`src/rtl/mips_pkg.sv`:
```
// rtl/mips_pkg.sv - opcodes, FSM states and select encodings for the multi-cycle MIPS control
package mips_pkg;

  localparam logic [5:0] OP_RTYPE = 6'b000000;
  localparam logic [5:0] OP_LW    = 6'b100011;
  localparam logic [5:0] OP_SW    = 6'b101011;
  localparam logic [5:0] OP_BEQ   = 6'b000100;
  localparam logic [5:0] OP_BNE   = 6'b000101;
  localparam logic [5:0] OP_ADDI  = 6'b001000;
  localparam logic [5:0] OP_ANDI  = 6'b001100;
  localparam logic [5:0] OP_J     = 6'b000010;

  typedef enum logic [3:0] {
    S_FETCH, S_DECODE, S_MEMADR, S_MEMRD, S_MEMWB, S_MEMWR, S_RTYPEEX,
    S_RTYPEWB, S_BEQEX, S_BNEEX, S_ADDIEX, S_ANDIEX, S_IMMWB, S_JEX
  } state_t;

  typedef enum logic [1:0] {
    ALU_ADD   = 2'b00,
    ALU_SUB   = 2'b01,
    ALU_FUNCT = 2'b10,
    ALU_AND   = 2'b11
  } aluop_t;

  localparam logic [1:0] SRCB_REGB   = 2'b00;
  localparam logic [1:0] SRCB_FOUR   = 2'b01;
  localparam logic [1:0] SRCB_IMM    = 2'b10;
  localparam logic [1:0] SRCB_BRANCH = 2'b11;

  localparam logic [1:0] PCSRC_ALU    = 2'b00;
  localparam logic [1:0] PCSRC_ALUOUT = 2'b01;
  localparam logic [1:0] PCSRC_JUMP   = 2'b10;

endpackage

```
`src/rtl/mc_main_fsm.sv`:
```
// rtl/mc_main_fsm.sv - main control FSM of the multi-cycle MIPS core
module mc_main_fsm
  import mips_pkg::*;
#(
  parameter bit MEM_WAIT_EN = 1'b1
) (
  input  logic       clk,
  input  logic       reset,
  input  logic [5:0] op,
  input  logic       memready,
  output logic       pcwrite,
  output logic       branch,
  output logic       bne,
  output logic       irwrite,
  output logic       memwrite,
  output logic       regwrite,
  output logic       iord,
  output logic       memtoreg,
  output logic       regdst,
  output logic       alusrca,
  output logic [1:0] alusrcb,
  output logic       zeroext,
  output logic [1:0] pcsrc,
  output logic [1:0] aluop,
  output logic       illegal
);

  state_t state, state_next;
  logic   mem_ok;

  assign mem_ok = memready | ~MEM_WAIT_EN;

  always_ff @(posedge clk) begin
    if (!reset) state <= S_FETCH;
    else        state <= state_next;
  end

  always_comb begin
    state_next = S_FETCH;
    case (state)
      S_FETCH:   state_next = mem_ok ? S_DECODE : S_FETCH;
      S_DECODE: begin
        case (op)
          OP_LW, OP_SW: state_next = S_MEMADR;
          OP_RTYPE:     state_next = S_RTYPEEX;
          OP_BEQ:       state_next = S_BEQEX;
          OP_BNE:       state_next = S_BNEEX;
          OP_ADDI:      state_next = S_ADDIEX;
          OP_ANDI:      state_next = S_ANDIEX;
          OP_J:         state_next = S_JEX;
          default:      state_next = S_FETCH;
        endcase
      end
      S_MEMADR: begin
        if (op == OP_LW)      state_next = S_MEMRD;
        else if (op == OP_SW) state_next = S_MEMWR;
        else                  state_next = S_FETCH;
      end
      S_MEMRD:   state_next = mem_ok ? S_MEMWB : S_MEMRD;
      S_MEMWB:   state_next = S_FETCH;
      S_MEMWR:   state_next = mem_ok ? S_FETCH : S_MEMWR;
      S_RTYPEEX: state_next = S_RTYPEWB;
      S_RTYPEWB: state_next = S_FETCH;
      S_BEQEX:   state_next = S_FETCH;
      S_BNEEX:   state_next = S_FETCH;
      S_ADDIEX:  state_next = S_IMMWB;
      S_ANDIEX:  state_next = S_IMMWB;
      S_IMMWB:   state_next = S_FETCH;
      S_JEX:     state_next = S_FETCH;
      default:   state_next = S_FETCH;
    endcase
  end

  // In reset every strobe stays low and the selects show their FETCH values.
  always_comb begin
    pcwrite  = 1'b0;
    branch   = 1'b0;
    bne      = 1'b0;
    irwrite  = 1'b0;
    memwrite = 1'b0;
    regwrite = 1'b0;
    iord     = 1'b0;
    memtoreg = 1'b0;
    regdst   = 1'b0;
    alusrca  = 1'b0;
    alusrcb  = SRCB_REGB;
    zeroext  = 1'b0;
    pcsrc    = PCSRC_ALU;
    aluop    = ALU_ADD;
    illegal  = 1'b0;
    if (!reset) begin
      alusrcb = SRCB_FOUR;
    end else begin
      case (state)
        S_FETCH: begin
          alusrcb = SRCB_FOUR;
          irwrite = mem_ok;
          pcwrite = mem_ok;
        end
        S_DECODE: begin
          alusrcb = SRCB_BRANCH;
          case (op)
            OP_LW, OP_SW, OP_RTYPE, OP_BEQ, OP_BNE, OP_ADDI, OP_ANDI, OP_J: illegal = 1'b0;
            default: illegal = 1'b1;
          endcase
        end
        S_MEMADR, S_ADDIEX: begin
          alusrca = 1'b1;
          alusrcb = SRCB_IMM;
        end
        S_MEMRD: iord = 1'b1;
        S_MEMWB: begin
          regwrite = 1'b1;
          memtoreg = 1'b1;
        end
        S_MEMWR: begin
          iord     = 1'b1;
          memwrite = 1'b1;
        end
        S_RTYPEEX: begin
          alusrca = 1'b1;
          aluop   = ALU_FUNCT;
        end
        S_RTYPEWB: begin
          regwrite = 1'b1;
          regdst   = 1'b1;
        end
        S_BEQEX, S_BNEEX: begin
          alusrca = 1'b1;
          aluop   = ALU_SUB;
          pcsrc   = PCSRC_ALUOUT;
          branch  = (state == S_BEQEX);
          bne     = (state == S_BNEEX);
        end
        S_ANDIEX: begin
          alusrca = 1'b1;
          alusrcb = SRCB_IMM;
          aluop   = ALU_AND;
          zeroext = 1'b1;
        end
        S_IMMWB: regwrite = 1'b1;
        S_JEX: begin
          pcsrc   = PCSRC_JUMP;
          pcwrite = 1'b1;
        end
        default: pcwrite = 1'b0;
      endcase
    end
  end

endmodule

```
`config.mk`:
```
export PLATFORM = sky130hd
export DESIGN_NAME = mc_main_fsm
export DESIGN_NICKNAME = d
export VERILOG_FILES = /design/src/rtl/mips_pkg.sv /design/src/rtl/mc_main_fsm.sv
export SDC_FILE = /design/constraint.sdc
export NUM_CORES = 1
export LEC_CHECK = 0
export ABC_AREA = 1
export BUFFER_PORTS_ARGS = -buffer_cell sky130_fd_sc_hd__buf_2
export CAP_MARGIN = 20
export CORE_MARGIN = 5
export CORE_UTILIZATION = 30
export CTS_CLUSTER_SIZE = 40
export DETAILED_ROUTE_END_ITERATION = 10
export RECOVER_POWER = 100
export SLEW_MARGIN = 10
export SYNTH_ARGS = -nofsm -noshare
export SYNTH_HDL_FRONTEND = slang
export SYNTH_SLANG_ARGS = --single-unit
export TNS_END_PERCENT = 30
```
`constraint.sdc`:
```
create_clock -name clk -period 1 [get_ports clk]
set_input_delay 0.1 -clock clk [delete_from_list [all_inputs] [get_ports clk]]
set_output_delay 0.1 -clock clk [all_outputs]
set_load 0.005 [all_outputs]
```
==> impl_metrics.ini, run 1 <==
[yosys]
netlist_instances = 112
synth_cell_types = 18
syn_area_sq_um = 544
ys.warnings.count = 0
ys_seq_area_frac = 0.147
syn_nets = 121
synth_area_leaders = nor2_1 (22%), nand2_1 (17%), dfxtp_1 (15%)
yosysTopAreaCellShare = 0.221
avgSynthCellArea_sq_um = 4.86
netlist.top_cell.by_area = nor2_1
synth-seq-cells = 4

[timing]
drv_slew = 0
relSlewSlack = 0.772
setup_tns_ps = -5470
clock_skew_ps = 6.39
post-route-period-util = 1.43
final.setup.worst_slack_ps = -426
rsz0062_at_grt = yes
min_period_ps = 1430
finalHoldViolCount = 0
fmax_mhz = 701
worst_slew_pin_slew_ps = 340
setup_viol = 22

[routing]
vias = 883
drtPass1Iterations = 4
routed_wl_um = 2060
vias_per_cell = 4.65
drtIter0Drc = 13
wl_per_cell_um = 10.9
drc = 0
antenna_left = 0

[floorplan]
rows = 15
initial_core_util = 0.315
die_w_um = 52.6
die_y_um = 52.6
top_level_ports = 27
coreArea_sq_um = 1730
dieArea_sq_um = 2770

[setup_path]
cp-end-kind = output pin
path_class = reg -> out
worst-path-max-fanout = 4
cp.required_ps = 900
critical-path-max-stage-delay_ps = 350
slowest_stage = dfxtp_2
worst_ep_arrival_time_ps = 1330
crit_path_frequent_cell = inv_2
cp_cell_sequence = inv_4, nand2_4, inv_2, nand2_2, inv_2, o31ai_4, inv_1, buf_2
start_kind = flop

[placement]
gp_congestion = 0.867
io_buffers = 26
hpwl_um = 1630
dpl_worst_slack_ps = -178
dp.cells = 183

[cts]
cts_buffers = 3
cts_root_buf = clkbuf_4
cts_buffer_depth = 2
clkLatencyLatePin_ps = 230
cts-hold-fix-buffers = 0
clk_pin_slew_ps = 40
cts_tree = built
cts_num_sinks = 4
h-tree-depth = 1

[cells_and_area]
largest_reg_flops = 4
largestRegisters = state: 4 flops
final_util = 0.572
finalNonFillerCells = 190
layout-drive-gt1-share = 0.509
layout_common_cells = nor2_1 (26), buf_2 (26), buf_4 (24)
regMostFlops = state
diodes = 0
area_growth_syn_to_layout_pct = 81.4
nets = 176

[pwr]
clock_power_share = 0.365
swShare = 0.310
power_density_nw_per_um2 = 561
irDropWorstVdd_mv = 0.384
internal_power_uw = 382
p_seq_frac = 0.299
p_leak_nw = 0.579
p_comb_frac = 0.337
p_sw_uw = 172

[grt]
grt_pass1_vias = 787
antenna_found_initial = 0
grt_pass1_wl_um = 3010
grt_overflow = 0
grt_max_degree = 8
grt_usage = 0.142

[job]
maxCapViolCount = 0

[hold_path]
hold_path_class = in -> reg

[run_status]
outcome = finished with violations
violations = setup timing
[per-layer routing]
layer  global-route usage  wire [um]
met2                0.293       1090
met5                    0          0
met3               0.0199        162
met4               0.0511         17
met1                0.136        794
[stage by stage]
| step | instance area [sq um] | power, mW | hold WS (ps) |
|---|---|---|---|
| 4_1_cts | 927 | 0.544 | 236 |
| 3_5_place_dp | 863 | 0.331 | 463 |
| 3_3_place_gp | 863 | 0.327 | 453 |
| 6_report | 987 | 0.554 | 234 |
| 2_1_floorplan | 552 | 0.239 | 198 |
| 5_1_grt | 987 | 0.581 | 278 |
[worst paths after layout]
path / startpoint / to / slack, ps / depth (start not counted)
max: state[2] / alusrcb[1] / -430 / 8
min reg2reg: state[2] / state[3] / 740 / 5
min: op[3] / state[1] / 230 / 4
max reg2reg: state[0] / state[1] / -230 / 7
[layout make-up]
class / instances / area [sq um]
fill: 183 / 739
timing repair buffer: 50 / 310
sequential: 4 / 87.6
inverter: 23 / 88.8
tap: 25 / 31.3
clock buffer: 3 / 22.5
multi-input combinational: 85 / 447
[power groups by stage]
| stage | sequential (mW) | combinational, mW | clock (mW) |
|---|---|---|---|
| final | 0.166 | 0.186 | 0.202 |
| after detailed placement | 0.170 | 0.161 | 0 |
| after CTS | 0.168 | 0.173 | 0.204 |
| after global routing | 0.166 | 0.205 | 0.211 |
| after global placement | 0.170 | 0.157 | 0 |
| after floorplan | 0.169 | 0.0695 | 0 |
[timing repair]
item                                    in CTS  in global routing
buffers inserted                             2                  2
endpoints found under the setup margin      22                 22
gates resized for setup                     12                 15
pin swaps                                    2                  5
[cell usage after synthesis]
| cell type | count |
|---|---|
| a21oi_1 | 3 |
| and2_1 | 1 |
| clkinv_1 | 1 |
| dfxtp_1 | 4 |
| inv_1 | 21 |
| inv_2 | 1 |
| nand2_1 | 24 |
| nand2_2 | 1 |
| nand3_1 | 11 |
| nand4_1 | 3 |
| nor2_1 | 32 |
| nor2_2 | 2 |
| nor3_1 | 1 |
| o21ai_0 | 1 |
| o21bai_1 | 1 |
| o22ai_1 | 2 |
| o31ai_1 | 2 |
| o32ai_1 | 1 |
[critical path: cells and delay by family (launching register included)]
kind | cells | cell delay, ps
compound gates | 1 | 220
buf+inv | 5 | 360
flops | 1 | 350
simple gates | 2 | 160
[cell families after synthesis]
kind of cell | share of synthesized area
flops | 0.147
simple gates | 0.577
buf+inv | 0.159
compound gates | 0.117
Note: power is estimated with default switching activity, not from simulation.
==> inputs of run 2 (changes only) <==
==> constraint.sdc (replaced) <==
create_clock -name clk -period 1 [get_ports clk]
set_input_delay 0 -clock clk [delete_from_list [all_inputs] [get_ports clk]]
set_output_delay 0 -clock clk [all_outputs]
set_load 0.005 [all_outputs]
==> run 2 against run 1 <==
  * The run still ends with setup timing left
  * Non-clock buffer count shrank 3
  * Fmax increased by 12%
  * Total power is 0.74% higher
  * Sequential power is essentially flat
==> impl_metrics.ini, run 2 (synthesis results as in run 1) <==
[run_status]
outcome = finished with violations
violations = setup timing

[setup_path]
start_kind = flop
critPathTopFamily = flip-flops
cp.required_ps = 1000
worst-path-max-fanout = 4
critical-path-max-stage-delay_ps = 350
crit_buf_inv = 4
cp_cell_sequence = inv_4, nand2_4, buf_6, nor2_4, o31ai_4, inv_1, buf_2
cp-end-kind = output pin
path_class = reg -> out
slowest_stage = dfxtp_2
reg2reg_slack_ps = -150
worst_ep_arrival_time_ps = 1280

[placement]
dp.cells = 177
io_buffers = 26
hpwl_um = 1560
gp_congestion = 0.836

[cts]
cts_tree = built
clkLatencyLatePin_ps = 240
h-tree-depth = 1
cts_root_buf = clkbuf_4
cts_num_sinks = 4
cts_buffers = 3
clk_pin_slew_ps = 40
cts-hold-fix-buffers = 0
cts_buffer_depth = 2

[grt]
grt_pass1_vias = 827
grt_usage = 0.159
antenna_found_initial = 0
grt_overflow = 0
grt_max_degree = 8
grt_pass1_wl_um = 3250

[floorplan]
rows = 15
dieArea_sq_um = 2770
coreArea_sq_um = 1730
initial_core_util = 0.315
die_w_um = 52.6
die_y_um = 52.6
top_level_ports = 27

[timing]
fmax_mhz = 782
setup_viol = 22
post-route-period-util = 1.28
rsz0062_at_grt = yes
final.setup.worst_slack_ps = -278
finalHoldViolCount = 0
min_period_ps = 1280
drv_slew = 0
relSlewSlack = 0.821
clock_skew_ps = 3.64
worst_slew_pin_slew_ps = 268

[pwr]
p_leak_nw = 0.580
power_density_nw_per_um2 = 541
irDropWorstVdd_mv = 0.298

[routing]
vias_per_cell = 4.71
antenna_left = 0
drtIter0Drc = 13
drc = 0
wl_per_cell_um = 11.5
drtPass1Iterations = 4
routed_wl_um = 2150
vias = 880

[cells_and_area]
mostFrequentLayoutCell = nor2_1
largestRegisters = state: 4 flops
final_util = 0.598
layout-drive-gt1-share = 0.519
largest_reg_flops = 4
diodes = 0
regMostFlops = state
finalNonFillerCells = 187
layout_common_cells = nor2_1 (28), buf_2 (26), buf_4 (18)
nets = 173
area_growth_syn_to_layout_pct = 89.7

[hold_path]
hold_path_class = in -> reg

[job]
maxCapViolCount = 0
run 2: tightest hold or removal path, cell delays in order:
cell and delay [ps]:
buf_2 170, nand2_1 90, inv_1 30
run 2: worst paths after layout:
check	endpoint	cells after the start	from
worst max-delay path	alusrcb[1]	7	state[2]
worst min-delay path	state[0]	3	reset
worst max register to register	state[1]	8	state[2]
worst min register to register	state[3]	5	state[2]
run 2: cell type report:
cell class / count / area, sq um
well taps: 25 / 31.3
fillers: 183 / 694
flip-flops and latches: 4 / 90.1
multi-input cells: 85 / 493
repair buffers: 47 / 299
clock buffers: 3 / 22.5
inverters: 23 / 96.3
run 2: routing by layer:
metal	vias up	global-route usage	routed length (um)
li1	459	-	-
met1	374	0.151	814
met2	37	0.316	1130
met3	10	0.0114	126
met4	0	0.106	80
met5	-	0	0
run 2: report_power, final:
part	switching [mW]	internal [mW]	leakage, nW
clock network	0.0702	0.134	0.0138
registers	0.00510	0.160	0.0349
logic	0.108	0.0811	0.531
total	0.183	0.375	0.580
run 2: per-stage QoR:
stage                     hold WS, ps  setup slack (ps)  setup TNS (ps)  instance area (sq um)  total power [mW]
after floorplan                  71.3              2.64               0                    558             0.240
after global placement            285              -119            -422                    825             0.309
after detailed placement          288              -139            -507                    825             0.312
after CTS                        63.9              -298           -3190                    966             0.546
after global routing              117              -364           -5390                   1030             0.585
final                            89.5              -278           -3710                   1030             0.558
run 2: timing repair:
action	CTS	global route
buffers inserted	5	2
pin swaps	6	6
resized for setup	26	12
endpoints found under the setup margin	22	22
==> inputs of run 3 (changes only) <==
- PLACE_DENSITY: default -> 0.59
- SKIP_LAST_GASP: default -> 1
==> run 3 against run 2 <==
  * The run still ends with setup timing left
  * Clock-buffer cell count stayed put
  * Clock skew rose by 5.3 ps
  * Fmax grew 1.7%
  * Utilization is 3.7 points lower
  * Register-to-register slack got worse by 70 ps
  * Die area unchanged
  * Final cell count down 1.1%
  * Clock power increased by 2%
  * Total power is 2.5% lower
  * Design area down 6.2%
  * Sequential power barely moved
  * Via count down 4.9%
  * Critical endpoint unchanged
  * Largest cell class unchanged
  * Highest routed layer unchanged
==> impl_metrics.ini, run 3 (synthesis results as in run 1) <==
[run_status]
outcome = finished with violations
violations = setup timing

[floorplan]
rows = 15
die_w_um = 52.6
initial_core_util = 0.315
top_level_ports = 27
coreArea_sq_um = 1730
die_y_um = 52.6
dieArea_sq_um = 2770

[cts]
cts_num_sinks = 4
cts_buffer_depth = 2
h-tree-depth = 1
cts_buffers = 3
cts_tree = built
clkLatencyLatePin_ps = 240
cts_root_buf = clkbuf_4
clk_pin_slew_ps = 40

[setup_path]
worst-path-max-fanout = 4
slowest_stage = dfxtp_4
crit_buf_inv = 5
start_kind = flop
cp.required_ps = 1000
path_class = reg -> out
critPathTopFamily = flip-flops
cp_cell_sequence = inv_4, nand2_4, inv_2, nand2_2, inv_2, o31ai_4, inv_1, buf_2
critical-path-max-stage-delay_ps = 380
worst_ep_arrival_time_ps = 1260
crit_path_frequent_cell = inv_2
cp-end-kind = output pin

[pwr]
power_density_nw_per_um2 = 562
irDropWorstVdd_mv = 0.270
p_leak_nw = 0.562

[grt]
grt_overflow = 0
grt_max_degree = 8
grt_pass1_vias = 778
grt_usage = 0.153
antenna_found_initial = 0
grt_pass1_wl_um = 3140

[hold_path]
hold_path_class = in -> reg

[placement]
dp.cells = 176
gp_congestion = 0.875
place_area_sq_um = 817
hpwl_um = 1510
io_buffers = 26

[timing]
final.setup.worst_slack_ps = -256
setup_viol = 22
worst_slew_pin_slew_ps = 233
rsz0062_at_grt = yes
min_period_ps = 1260
clock_skew_ps = 8.93
finalHoldViolCount = 0
post-route-period-util = 1.26
relSlewSlack = 0.844
fmax_mhz = 796
drv_slew = 0

[routing]
routed_wl_um = 1950
drtIter0Drc = 15
wl_per_cell_um = 10.5
drc = 0
drtPass1Iterations = 4
vias = 837
vias_per_cell = 4.52
antenna_left = 0

[cells_and_area]
largestRegisters = state: 4 flops
finalNonFillerCells = 185
layout_common_cells = nor2_1 (28), buf_2 (26), nand2_1 (17), buf_4 (17), inv_1 (15)
n_fill_cell = 172
multi_input_area_sq_um = 453
regMostFlops = state
area_growth_syn_to_layout_pct = 77.9
seqCellArea_sq_um = 90.1
final_area_sq_um = 968
largest_reg_flops = 4
diodes = 0
layout-drive-gt1-share = 0.475
nets = 171
mostFrequentLayoutCell = nor2_1

[job]
maxCapViolCount = 0
[run 3: changes by cell type in the layout (fill, tap and decap cells not counted), sizes merged]
cell,before,now
buf,47,45
[run 3: layer usage]
layer | track usage | vias up | part of all wire
met3 | 0.00855 | 2 | 0.053
met4 | 0.0766 | 0 | 0.0072
met1 | 0.156 | 362 | 0.37
li1 | - | 445 | -
met2 | 0.306 | 28 | 0.57
met5 | 0 | - | 0
[run 3: worst paths after layout]
kind                endpoint  depth (start not counted)  slack (ps)  startpoint
setup / recovery  alusrcb[1]                          8        -260    state[3]
hold / removal      state[0]                          3          70       reset
setup reg to reg    state[0]                          9        -220    state[2]
hold reg to reg     state[3]                          5         700    state[2]
[run 3: repair_timing]
action	4_1_cts	5_1_grt
hold buffers	0	0
pin swaps	2	5
resized for setup	8	17
setup endpoints to repair	21	22
setup buffers	5	1
[run 3: area by class of cell]
type / instances / share of cell area
clock buffer: 3 / 0.0233
inverter: 23 / 0.0943
multi-input combinational: 85 / 0.468
sequential: 4 / 0.0930
tap: 25 / 0.0323
timing repair buffer: 45 / 0.289
[run 3: worst register-to-register path, cell delays in order, from the launching register on]
cell and delay (ps):
dfxtp_2 330, inv_4 90, nand2_4 80, inv_2 70
nand4_1 140, buf_4 180, buf_4 120, nand3_1 70
nand2_1 50, inv_1 50
[run 3: where the power goes]
| group | internal, mW | switching (mW) |
|---|---|---|
| Sequential | 0.159 | 0.00379 |
| Combinational | 0.0755 | 0.0962 |
| Clock | 0.135 | 0.0743 |
| Total | 0.370 | 0.174 |
[run 3: stage by stage]
stage                     power, mW  setup slack (ps)  hold slack, ps  setup TNS [ps]   util
final                         0.544              -256            73.1           -3890  0.561
after global routing          0.575              -354            83.3           -5690  0.561
after CTS                     0.536              -291            37.5           -4110  0.517
after detailed placement      0.311              -147             281            -434  0.473
after global placement        0.309              -117             289            -349  0.473
after floorplan               0.240              2.64            71.3               0      -
